File: src/rtl/mc_irq_controller.sv
// Multicycle MIPS control FSM with a vectored, fixed-priority interrupt unit, edge-triggered NMI and ERET.
// Optional feature: define MCTRL_JUMP_EN to decode opcode 000010 as a jump (JUMP becomes a boundary state).
module mc_irq_controller #(
    parameter int unsigned NUM_IRQ = 4,
    parameter logic [5:0]  OP_ERET = 6'b010000,
    localparam int unsigned VEC_W  = (NUM_IRQ > 1) ? $clog2(NUM_IRQ) : 1
) (
    input  logic               clk,
    input  logic               reset,
    input  logic [5:0]         op,
    input  logic               zero,
    input  logic [NUM_IRQ-1:0] irq,
    input  logic [NUM_IRQ-1:0] irq_mask,
    input  logic               nmi,
    output logic               iord,
    output logic               mem_write,
    output logic               mem_to_reg,
    output logic               ir_write,
    output logic               reg_write,
    output logic               reg_dst,
    output logic               alu_src_a,
    output logic [1:0]         alu_src_b,
    output logic [1:0]         alu_op,
    output logic [2:0]         pc_src,
    output logic               pc_en,
    output logic               epc_write,
    output logic [VEC_W-1:0]   vec_id,
    output logic               nmi_taken,
    output logic [NUM_IRQ-1:0] irq_ack,
    output logic               in_isr,
    output logic [3:0]         state
);

    localparam logic [5:0] OP_LW    = 6'b100011;
    localparam logic [5:0] OP_SW    = 6'b101011;
    localparam logic [5:0] OP_RTYPE = 6'b000000;
    localparam logic [5:0] OP_BEQ   = 6'b000100;
`ifdef MCTRL_JUMP_EN
    localparam logic [5:0] OP_J     = 6'b000010;
`endif

    typedef enum logic [3:0] {
        FETCH     = 4'd0,
        DECODE    = 4'd1,
        MEMADR    = 4'd2,
        MEMRD     = 4'd3,
        MEMWB     = 4'd4,
        MEMWR     = 4'd5,
        EXEC      = 4'd6,
        RTEND     = 4'd7,
        BEQ       = 4'd8,
        JUMP      = 4'd9,
        IRQ_ENTRY = 4'd10,
        NMI_ENTRY = 4'd11,
        ERET      = 4'd12
    } state_t;

    state_t             state_q, state_d;
    logic               nmi_q;
    logic               nmi_pending_q, nmi_pending_d;
    logic               in_isr_q, in_isr_d;
    logic [VEC_W-1:0]   vec_id_q, vec_id_d;
    logic [NUM_IRQ-1:0] irq_pend;
    logic [VEC_W-1:0]   irq_sel;
    logic               boundary;
    logic               pc_write, pc_write_cond;

    // Lowest-index unmasked request wins; scanning downward lets the last hit be the lowest.
    always_comb begin
        irq_pend = irq & ~irq_mask;
        irq_sel  = '0;
        for (int i = NUM_IRQ - 1; i >= 0; i--) begin
            if (irq_pend[i]) irq_sel = i[VEC_W-1:0];
        end
    end

    always_comb begin
        state_d  = FETCH;
        boundary = 1'b0;
        case (state_q)
            FETCH:  state_d = DECODE;
            DECODE: begin
                if (op == OP_LW || op == OP_SW)        state_d = MEMADR;
                else if (op == OP_RTYPE)               state_d = EXEC;
                else if (op == OP_BEQ)                 state_d = BEQ;
`ifdef MCTRL_JUMP_EN
                else if (op == OP_J)                   state_d = JUMP;
`endif
                else if (op == OP_ERET && in_isr_q)    state_d = ERET;
                else                                   state_d = FETCH;
            end
            MEMADR: state_d = (op == OP_SW) ? MEMWR : MEMRD;
            MEMRD:  state_d = MEMWB;
            EXEC:   state_d = RTEND;
            MEMWB, MEMWR, RTEND, BEQ: boundary = 1'b1;
`ifdef MCTRL_JUMP_EN
            JUMP:   boundary = 1'b1;
`endif
            default: state_d = FETCH;
        endcase
        // Interrupts are only taken at instruction boundaries; NMI outranks maskable lines.
        if (boundary) begin
            if (nmi_pending_q)                state_d = NMI_ENTRY;
            else if ((|irq_pend) && !in_isr_q) state_d = IRQ_ENTRY;
            else                              state_d = FETCH;
        end
    end

    // A fresh NMI edge in the entry cycle survives the clear so it is not lost.
    always_comb begin
        nmi_pending_d = (nmi & ~nmi_q) | (nmi_pending_q & (state_d != NMI_ENTRY));
        in_isr_d      = in_isr_q;
        if (state_d == IRQ_ENTRY || state_d == NMI_ENTRY) in_isr_d = 1'b1;
        else if (state_d == ERET)                         in_isr_d = 1'b0;
        vec_id_d      = (state_d == IRQ_ENTRY) ? irq_sel : vec_id_q;
    end

    always_ff @(posedge clk) begin
        if (reset) begin
            state_q       <= FETCH;
            nmi_q         <= 1'b0;
            nmi_pending_q <= 1'b0;
            in_isr_q      <= 1'b0;
            vec_id_q      <= '0;
        end else begin
            state_q       <= state_d;
            nmi_q         <= nmi;
            nmi_pending_q <= nmi_pending_d;
            in_isr_q      <= in_isr_d;
            vec_id_q      <= vec_id_d;
        end
    end

    always_comb begin
        iord          = 1'b0;
        mem_write     = 1'b0;
        mem_to_reg    = 1'b0;
        ir_write      = 1'b0;
        reg_write     = 1'b0;
        reg_dst       = 1'b0;
        alu_src_a     = 1'b0;
        alu_src_b     = 2'b00;
        alu_op        = 2'b00;
        pc_src        = 3'b000;
        pc_write      = 1'b0;
        pc_write_cond = 1'b0;
        epc_write     = 1'b0;
        nmi_taken     = 1'b0;
        irq_ack       = '0;
        case (state_q)
            FETCH:  begin ir_write = 1'b1; pc_write = 1'b1; alu_src_b = 2'b01; end
            DECODE: alu_src_b = 2'b11;
            MEMADR: begin alu_src_a = 1'b1; alu_src_b = 2'b10; end
            MEMRD:  iord = 1'b1;
            MEMWB:  begin reg_write = 1'b1; mem_to_reg = 1'b1; end
            MEMWR:  begin mem_write = 1'b1; iord = 1'b1; end
            EXEC:   begin alu_src_a = 1'b1; alu_op = 2'b10; end
            RTEND:  begin reg_write = 1'b1; reg_dst = 1'b1; end
            BEQ:    begin alu_src_a = 1'b1; alu_op = 2'b01; pc_write_cond = 1'b1; pc_src = 3'b001; end
`ifdef MCTRL_JUMP_EN
            JUMP:   begin pc_write = 1'b1; pc_src = 3'b010; end
`endif
            IRQ_ENTRY: begin
                epc_write = 1'b1;
                pc_write  = 1'b1;
                pc_src    = 3'b011;
                for (int i = 0; i < NUM_IRQ; i++) begin
                    irq_ack[i] = (vec_id_q == i[VEC_W-1:0]);
                end
            end
            NMI_ENTRY: begin epc_write = 1'b1; pc_write = 1'b1; pc_src = 3'b011; nmi_taken = 1'b1; end
            ERET:   begin pc_write = 1'b1; pc_src = 3'b100; end
            default: ;
        endcase
    end

    assign pc_en  = pc_write | (pc_write_cond & zero);
    assign vec_id = vec_id_q;
    assign in_isr = in_isr_q;
    assign state  = state_q;

endmodule

File: config.mk
export PLATFORM = sky130hd
export DESIGN_NAME = mc_irq_controller
export DESIGN_NICKNAME = d
export VERILOG_FILES = /design/src/rtl/mc_irq_controller.sv
export SDC_FILE = /design/constraint.sdc
export NUM_CORES = 1
export LEC_CHECK = 0
export CAP_MARGIN = 20
export CORE_MARGIN = 2
export CORE_UTILIZATION = 40
export CTS_CLUSTER_SIZE = 10
export DETAILED_ROUTE_END_ITERATION = 10
export HOLD_SLACK_MARGIN = 0.03
export PLACE_DENSITY = 0.93
export SLEW_MARGIN = 20
export SYNTH_ARGS = -nofsm -noshare
export SYNTH_HDL_FRONTEND = slang
export SYNTH_SLANG_ARGS = --single-unit
export TNS_END_PERCENT = 50
File: constraint.sdc
create_clock -name clk -period 4.7 [get_ports clk]
set_clock_uncertainty 0.15 [all_clocks]
set_input_delay 0.705 -clock clk [delete_from_list [all_inputs] [get_ports clk]]
set_output_delay 0.705 -clock clk [all_outputs]
set_load 0.05 [all_outputs]
# Yosys cells after proc, flatten, opt, wreduce, memory -nomap -nowiden
# Index checks and enable logic that the tools add are counted.
dict set report word_totals {
  reg_bits 9
  input_bits 18
  out_inout_bits 28
  word_cells 82
}
dict set report op_classes {
  n_eq_ne 22
  n_mux 31
  n_bitwise 8
  reduce_logical 16
}
# op n
set ops {}
lappend ops {{$mux 4} 8}
lappend ops {{$eq 4x4->1 const B} 7}
lappend ops {{$pmux 4 s5} 1}
lappend ops {{$eq 4x3->1 const B} 4}
lappend ops {{$mux 1} 14}
lappend ops {{$eq 6x6->1 const B} 2}
lappend ops {{$reduce_or 4->1} 3}
lappend ops {{$pmux 3 s3} 1}
lappend ops {{$eq 4x2->1 const B} 2}
lappend ops {{$mux 2} 4}
lappend ops {{$eq 6x3->1 const B} 1}
lappend ops {{$eq 6x5->1 const B} 1}
lappend ops {{$logic_not 6->1} 1}
lappend ops {{$pmux 2 s3} 1}
lappend ops {{$reduce_or 2->1} 3}
lappend ops {{$and 4x4->4} 1}
lappend ops {{$eq 2x2->1 const B} 2}
lappend ops {{$eq 4x1->1 const B} 1}
lappend ops {{$logic_not 4->1} 1}
lappend ops {{$ne 4x4->1 const B} 1}
lappend ops {{$not 4->4} 1}
lappend ops {{$pmux 2 s2} 1}
lappend ops {{$and 1x1->1} 3}
lappend ops {{$mux 3} 1}
lappend ops {{other kinds (9)} 12}

# Longest topological paths before layout
dict set report depth {
  ltp_word 11
  mapped_depth 6
  depth_no_buf 5
}

# Least setup slack after synthesis
# Ideal clock, no wire load.
dict set report synth_timing {
  path_kind {register -> output}
  from {reg state_q[2], in the netlist state[2]}
  to {out pc_en}
  arrival_time_ns 2.877
  required_time_ns 3.845
  path_slack_ns 0.968
  stages_incl_launch_ff 5
  n_path_buf 1
  cell_sequence {dfxtp_1 -> buf_2 -> nor3_1 -> nor2b_1 -> o22ai_1}
}
dict set report synth_between {
  elab_chain_cells 4
  elab_cells_between_ends 10
  cone_classes {eq/ne: 4; mux: 2; bitwise: 2; reduce/logical: 2}
}
# element line_no
set synth_rtl {}
lappend synth_rtl {{from (decl)} 58} ;# state_t state_q, state_d;
lappend synth_rtl {{from (signal assigned)} 126} ;# state_q <= state_d;
lappend synth_rtl {{$eq 4x4->1 / $logic_not 4->1 (equally long branches)} 150} ;# case (state_q)
lappend synth_rtl {{$reduce_or 4->1 (no line) / $mux 1 (equally long branches)} --}
lappend synth_rtl {{$mux 1 / $and 1x1->1 (equally long branches)} {150, 177}}
lappend synth_rtl {{$or 1x1->1 *} 177} ;# assign pc_en = pc_write | (pc_write_cond & zero);
lappend synth_rtl {{to (decl)} 25} ;# output logic pc_en,
# Mark *: on every way between the ends. The rest lies on a longest branch, timed or not.

# Worst setup path after layout
dict set report layout_timing {
  from {in zero}
  to {out pc_en}
}
dict set report layout_between {
  elab_chain_cells 2
}
# element line_no
set layout_rtl {}
lappend layout_rtl {{from (decl)} 11} ;# input logic zero,
lappend layout_rtl {{$and 1x1->1} 177}
lappend layout_rtl {{$or 1x1->1} 177}
# Every way passes these cells.

==> reports/summary.txt <==
Worst-skew pair later-pin latency = 0.27 ns
Critical Path AT = 2.47 ns
Cells after Synth = 107
Pin count of the biggest net entering global routing = 18
Synthesis-stage register bit count = 9
Site Rows = 16
I/O pin total = 46
Iter 0 DRT Violations = 13
CP max-delay cell = clkdlybuf4s50_1
Endpoints failing setup = 0
Yosys top cell area share = 22.9%
Tcrit/Tclk final = 70.8%
Top cell type by total area after synthesis = dfxtp_1
First-pass GRT wire length = 3720 um
Min Tclk post-route = 3.33 ns
Initial DRT Pass Iterations = 4
Vias = 923
Final WL = 2200 um
Number of cells on the critical path = 6
Placer Congestion = 0.767
Die W = 48.4 um
Met1 WL = 892 um
Yosys cell types = 37
NetSw = 69.2 uW
Worst hold slack = 0.383 ns
HPWL Detailed = 1770 um
# Max-Cap Violations = 0
Initial core utilization = 41.4%
# port buffers = 45
VDD IR max = 0.126 mV
Tightest Pin Transition = 0.617 ns
Max Buffers Root-to-Sink = 2
WL/cell = 12.4 um
RSZ-0062 raised after global routing = no
# diodes = 0
CTS buffer count = 3
Clk slew on worst S/H paths = 0.06 ns
Crit-path max FO = 1
PD cells = 166 nW/um2
Nets = 170
Internal power = 142 uW
Clock power frac = 29.6%
Outcome = complete, no violations
Layout cells sized above 1 = 6.62%
Worst hold path type = reg -> reg
Largest cells by area after synthesis = dfxtp_1 (23%), nor2_1 (9.5%), nand2b_1 (5.6%)
Final Hold Fails = 0
# resized after CTS = 0
Worst R2R Path Depth = 5
Routed length on met2 = 1130 um
Synth Warn # = 0
Fin Setup TNS = 0 ns
Core Area = 1900 um2
Family with the most delay on the worst path = buffers and inverters
Clock Tree Root = clkbuf_4
GRT Total Usage = 20.1%
Hold depth = 2
Sw Ratio = 32.8%
Power share of the combinational group = 30.4%
WP buf/inv = 2
CTS Sinks = 9
CP max stage delay = 0.83 ns
Relative slew slack = 58.8%
Post-DRT Antenna Nets = 0
Die area = 2340 um2
Ys async rst share = 0%
CTS tree = yes
Vias in the first global route = 856
Post-Syn Nets = 125
Most common cell in the synthesized netlist = nor2_1
P&R area growth vs syn = 61.0%
Slew Limit Fails = 0
Crit Path Category = in -> out
Flop pwr share = 40.1%
Ys flop type = dfxtp_1
Critical path endpoint category = output pin
Cts hold-fix bufs = 0
Crit-path cells = clkdlybuf4s50_1 > nor2b_1 > o21ai_0 > nor2b_1 > o22ai_1 > clkdlybuf4s50_1
Number of synthesized flops with an enable pin = 0
Total setup buffers inserted after CTS = 0
Via-per-instance ratio = 5.19
# H-tree levels = 1
Top cells by count, synth = nor2_1 (20), dfxtp_1 (9), inv_1 (8), nand2_1 (8), nand2b_1 (7)
Initial antenna violation count = 0
Lkg Pwr = 0.000443 uW
Die Ht = 48.4 um
Seq/Total Area, Yosys = 22.9%
Required @ worst endpoint = 3.85 ns
Gr ovfl total = 0
Post-synthesis area per instance = 7.36 um2
Final Total Pwr = 211 uW
Cell area after synthesis = 787 um2
Fmax = 300 MHz
Met3 routed WL = 91 um
# DRC = 0
Top Metal Used = met4
Crit start category = input port
[routing by layer]
metal | vias to the layer above | GRT usage (%)
li1 | 464 | -
met1 | 416 | 21.0
met2 | 34 | 37.0
met3 | 9 | 2.16
met4 | 0 | 14.3
met5 | - | 0
[final timing paths]
check	from	to	slack, ns
max	zero	pc_en	1.37
min	vec_id[1]$_SDFFE_PP0N_	vec_id[1]$_SDFFE_PP0N_	0.38
max reg2reg	state[2]$_SDFF_PP0_	vec_id[0]$_SDFFE_PP0N_	2.68
min reg2reg	vec_id[1]$_SDFFE_PP0N_	vec_id[1]$_SDFFE_PP0N_	0.38
[area by class of cell]
class                   instances  area (um2)
fillers                       143         634
multi-input cells              85         547
repair buffers                 45         450
flip-flops and latches          9         180
well taps                      27        33.8
inverters                       8        30.0
clock buffers                   4        26.3
[cells by family (layout without fill, tap and decap cells)]
logic type / after synthesis / in the layout / synth area share, %
simple gates: 61 / 61 / 45.8
compound gates: 22 / 22 / 21.3
xor+xnor: 1 / 1 / 1.11
mux: 1 / 1 / 1.27
buf+inv: 13 / 57 / 7.63
flops: 9 / 9 / 22.9
[tightest hold or removal path: cells and delay by family (launching register included)]
| kind | cells | cell delay [ns] |
|---|---|---|
| AND/OR/NAND/NOR | 1 | 0.09 |
| AO/OA/AOI/OAI | 1 | 0.05 |
| flip-flops | 1 | 0.36 |
[cell usage in the layout (no fill, tap or decap)]
master	synthesis	routed
a21oi_1	4	4
a2bb2oi_1	1	1
o22a_1	1	1
nor2_1	20	20
clkdlybuf4s50_1	0	45
o2bb2ai_1	1	1
and3_1	2	2
o21bai_2	1	1
clkbuf_1	1	1
a211oi_1	1	1
nor3b_1	1	1
nor3_1	4	4
or4_4	1	1
nor4_1	2	2
a311o_1	1	1
o21ai_1	4	4
nand4b_1	1	1
clkbuf_4	0	3
xnor2_1	1	1
o311ai_4	1	1
or2b_4	1	1
nand4_1	1	1
inv_1	8	8
o21ai_0	3	3
nor4b_4	1	1
nand2b_1	7	7
mux2i_1	1	1
o22ai_1	2	2
nor4_4	1	1
nand3b_1	2	2
nor2b_4	1	1
nand2_1	8	8
a32oi_1	1	1
a221o_1	1	1
nor2b_1	6	6
nand3_1	2	2
dfxtp_1	9	9
[registers in the layout (all words and copies together) (netlist names)]
| name | cells |
|---|---|
| vec_id | 2 |
| state | 4 |
| nmi_pending_q | 1 |
| in_isr | 1 |
| nmi_q | 1 |
[metrics by stage]
stage | instance area [um2] | setup WS [ns] | util, % | cells
floorplan | 787 | 0.968 | - | 107
global placement | 1240 | 1.42 | 65.3 | 174
detailed placement | 1240 | 1.36 | 65.3 | 174
CTS | 1270 | 1.36 | 66.6 | 178
global route | 1270 | 1.24 | 66.6 | 178
finish | 1270 | 1.37 | 66.6 | 178
[power by group through the flow]
| stage | Sequential (uW) | Combinational (uW) | Clock, uW |
|---|---|---|---|
| finish | 84.5 | 64.0 | 62.4 |
| global placement | 85.8 | 62.0 | 0 |
| global route | 84.9 | 68.3 | 66.1 |
| CTS | 84.3 | 64.1 | 61.7 |
| detailed placement | 86.0 | 64.0 | 0 |
| floorplan | 87.1 | 35.1 | 0 |
Power figures use the tool's default switching activity.
==> edit 1: new RTL, config.mk and constraints unchanged <==
Build with the macro `MCTRL_JUMP_EN` defined.
--- a/src/rtl/mc_irq_controller.sv
+++ b/src/rtl/mc_irq_controller.sv
@@ -2,2 +2,4 @@
 // Optional feature: define MCTRL_JUMP_EN to decode opcode 000010 as a jump (JUMP becomes a boundary state).
+`define MCTRL_JUMP_EN
+
 module mc_irq_controller #(
Behaviour: not the same (Yosys sat finds a counterexample within 4 cycles, from zero or initial values and one cycle with reset high).
==> edit 1 against the unedited design <==
Setup slack better by 0.059 ns; combinational power increased by 63%; wire length is 5.3% lower; design area barely moved; synthesized cell count up 6.5%; area after synthesis grew 0.32%; worst hold slack lost 0.0023 ns; global-route usage shrank 1.8 points; critical path depth down 1; total power grew 18%; sequential cell count stayed put; largest cell class unchanged.
==> edit 1: results (changes against the unedited design) <==
status finished, final reports clean; WL/cell 11.3 um (-8.4%); sequential fraction of the synthesis area 0.228 (-0.000726); R2R setup slack 2.47 ns (-0.21 ns); Via Count 994 (+7.7%); RePlAce Congestion 0.852 (+11%); Hold Slack 0.381 ns (-0.00234 ns); top cells by count, synth 23 x nor2_1, 9 x dfxtp_1, 8 x nand2_1, 8 x o21ai_0; R2R cell count 5 (unchanged); first-pass GRT wire length 3520 um (-5.4%); syn_nets 132 (+5.6%); Worst-Margin Slew 0.505 ns (-0.112 ns); postcts setup bufs 0 (unchanged); top cells by area, synth dfxtp_1 23%, nor2_1 11%, o21ai_0 5.1%, nand2b_1 4.8%, nor2b_1 4.8%; post-place setup slack 1.62 ns (+0.265 ns); Setup crit start state[2]; post-route ant nets 0 (unchanged); number of global-route vias before repair 870 (+1.6%); drt via density 5.40 (+4.2%); GRT Util Overall 0.183 (-0.0178); Min-Delay Path Class reg2reg; Worst Path Max Fanout 14 (+13); fin crit share 0.696 (-0.0126); WHS Endpoint in_isr; largest net degree at the start of global routing 15 (-3); Root Buffer clkbuf_4; post-synthesis cell count 114 (+6.5%); initial antenna violation count 0 (unchanged); DP Area 1240 um2 (-0.10%); ant diodes 0 (unchanged); H-tree lvl count 1 (unchanged); final instance area 1270 um2 (about the same); CTS Buf Count 3 (unchanged); CTS-repair resized insts 0 (unchanged); clock buffer depth 2 (unchanged); DR pass1 iterations 4 (unchanged); cell internal pwr 0.156 mW (+10%); CP Capture Point pc_en; worst skew pair latency around 0.26 ns; post-DP HPWL 1650 um (-6.5%); fillers 156 (+9.1%); r2r endpoint vec_id[0]; Yosys cell types 38 (+2.7%); layout cells sized above 1 0.0637 (-0.00253); Lkg Pwr 0.444 nW (+0.25%); synth warn 0 (unchanged); Nets 176 (+3.5%); Port Buffers 45 (unchanged); crit path DAT 2.42 ns (-0.05 ns); Max VDD drop 0.000139 V (+11%); Starting DRT DRC Count 16 (+3); Clock Power Share 0.232 (-0.064); RR Startpoint state[3]; Largest register FFs 4 (unchanged); hold path start in_isr
-- edit 1: changes by cell type after synthesis, moves of 2 or more --
cell | before | now
o21ai_0 | 3 | 8
inv_1 | 8 | 4
o21ai_1 | 4 | 0
nor2_1 | 20 | 23
a21o_1 | 0 | 2
nand3b_1 | 2 | 0
nor3b_1 | 1 | 3
o22ai_1 | 2 | 0
-- edit 1: layer usage --
layer | GRT usage | wire, um
met1 | 0.195 | 879
met2 | 0.333 | 1020
met3 | 0.0617 | 172
met4 | 0.0667 | 10
met5 | 0 | 0
-- edit 1: cells by family (layout without fill, tap and decap cells) --
kind of cell | after synthesis | count (layout) | share of synthesized area
AOI/OAI and AO/OA | 27 | 27 | 0.246
and+or+nand+nor | 66 | 66 | 0.442
buffers and inverters | 10 | 53 | 0.0618
DFF | 9 | 9 | 0.228
xor gates and xnor gates | 2 | 2 | 0.0222
-- edit 1: cell type report --
| type | count | area share |
|---|---|---|
| clock buffer | 4 | 0.0208 |
| inverter | 4 | 0.0119 |
| multi-input combinational | 95 | 0.443 |
| sequential | 9 | 0.142 |
| tap | 27 | 0.0267 |
| timing repair buffer | 45 | 0.356 |
-- edit 1: critical path: stages (launching register included) --
cell	delay [ns]
dfxtp_1	0.61
inv_1	0.15
nand2_1	0.30
nor3_1	0.10
a211oi_1	0.17
clkdlybuf4s50_1	0.83
-- edit 1: power by group through the flow --
stage	clock network (mW)	logic (mW)	registers (mW)
floorplan	0	0.0628	0.0910
global placement	0	0.102	0.0882
detailed placement	0	0.104	0.0887
CTS	0.0593	0.104	0.0870
global route	0.0626	0.111	0.0880
finish	0.0579	0.104	0.0873
==> edit 2: new RTL, same settings <==
Without the edit above. Put a register stage on the output `irq_ack`, cleared by the reset. The value now appears one clock later. The other outputs are not delayed to match.
--- a/src/rtl/mc_irq_controller.sv
+++ b/src/rtl/mc_irq_controller.sv
@@ -56,2 +56,4 @@
     } state_t;
+
+    logic [NUM_IRQ-1:0] irq_ack_d;
 
@@ -148,3 +150,3 @@
         nmi_taken     = 1'b0;
-        irq_ack       = '0;
+        irq_ack_d     = '0;
         case (state_q)
@@ -167,3 +169,3 @@
                 for (int i = 0; i < NUM_IRQ; i++) begin
-                    irq_ack[i] = (vec_id_q == i[VEC_W-1:0]);
+                    irq_ack_d[i] = (vec_id_q == i[VEC_W-1:0]);
                 end
@@ -181,2 +183,10 @@
 
+    always_ff @(posedge clk) begin
+        if (reset) begin
+            irq_ack <= '0;
+        end else begin
+            irq_ack <= irq_ack_d;
+        end
+    end
+
 endmodule
Behaviour: not the same (Yosys sat finds a counterexample within 4 cycles, from zero or initial values and one cycle with reset high).
==> edit 2 against the unedited design <==
Critical endpoint is now alu_op[1]; global-route usage fell by 1.7 points; combinational power increased by 2%; design area increased by 6.8%; total power rose by 20%; sequential cell count grew 4; wire length is 0.41% higher; sequential power grew 40%; critical path depth shrank 3; critical path type is now reg2out; first-iteration DRC count increased by 46%; setup slack improved by 0.21 ns; area after synthesis grew 12%.
==> edit 2: results (changes against the unedited design) <==
xor and xnor area share after synthesis 0.0198 (+0.00867); RR Startpoint state[1]; layout cells sized above 1 0.0645 (-0.00171); status finished, final reports clean; CP Capture Point alu_op[1]; Nets 174 (+2.4%); Yosys cell types 41 (+11%); Via Count 960 (+4.0%); Starting DRT DRC Count 19 (+6); met1 wire length 917 um (+2.8%); largest net degree at the start of global routing 19 (+1); Comb power 0.0651 mW (+2%); RePlAce Congestion 0.830 (+8.3%); post-DP HPWL 1760 um (-0.77%); Lkg Pwr 0.481 nW (+8.6%); syn_nets 132 (+5.6%); Layout Cells excl Fill 183 (+2.8%); cell internal pwr 0.176 mW (+24%); multiplexer area fraction after synthesis 0.0226 (+0.00991); WHS Path Cells 1 (-1); row count 17 (+1); r2r endpoint vec_id[1]; Worst Path Max Fanout 18 (+17); CP Class reg2out; R2R cell count 4 (-1); met2 Use GR 0.335 (-0.0349); crit path DAT 2.26 ns (-0.21 ns); hold path start vec_id[0]; number of global-route vias before repair 872 (+1.9%); DR WL met2 1120 um (-0.53%); Mean Syn Cell Area 7.76 um2 (+5.5%); top cells by area, synth dfxtp_1 29%, nand2b_1 6.4%, nor2_1 5.9%, nand2_1 5.1%, nor3_1 4.5%; Synth Area in Compound Gates 0.167 (-0.0461); clock-pin slew on the worst setup and hold paths 0.08 ns (+0.02 ns); WHS Endpoint irq_ack[2]; WL/cell 12.1 um (-2.3%); met3 Use GR 0.0205 (-0.00114); Sequential Power Share 0.468 (+0.067)
-- edit 2: cell families after synthesis --
family,Yosys count
AND/OR/NAND/NOR,66
AO/OA/AOI/OAI,21
flip-flops,13
buffers and inverters,10
XOR/XNOR,2
multiplexers,2
-- edit 2: metrics by stage --
step                      worst slack, ns  cell area (um2)  hold slack (ns)  power (mW)  utilization
final                                1.58             1350            0.362       0.253        0.630
after global routing                 1.45             1350            0.396       0.264        0.630
after CTS                            1.59             1350            0.357       0.253        0.630
after detailed placement             1.67             1330            0.332       0.186        0.618
after global placement               1.69             1330            0.317       0.184        0.618
after floorplan                      1.40              885            0.325       0.158            -
-- edit 2: final cells by class --
class | instances | area (um2)
Tap cell | 28 | 35.0
Timing Repair Buffer | 45 | 450
Multi-Input combinational cell | 91 | 574
Sequential cell | 13 | 260
Inverter | 2 | 7.51
Fill cell | 193 | 795
Clock buffer | 4 | 26.3
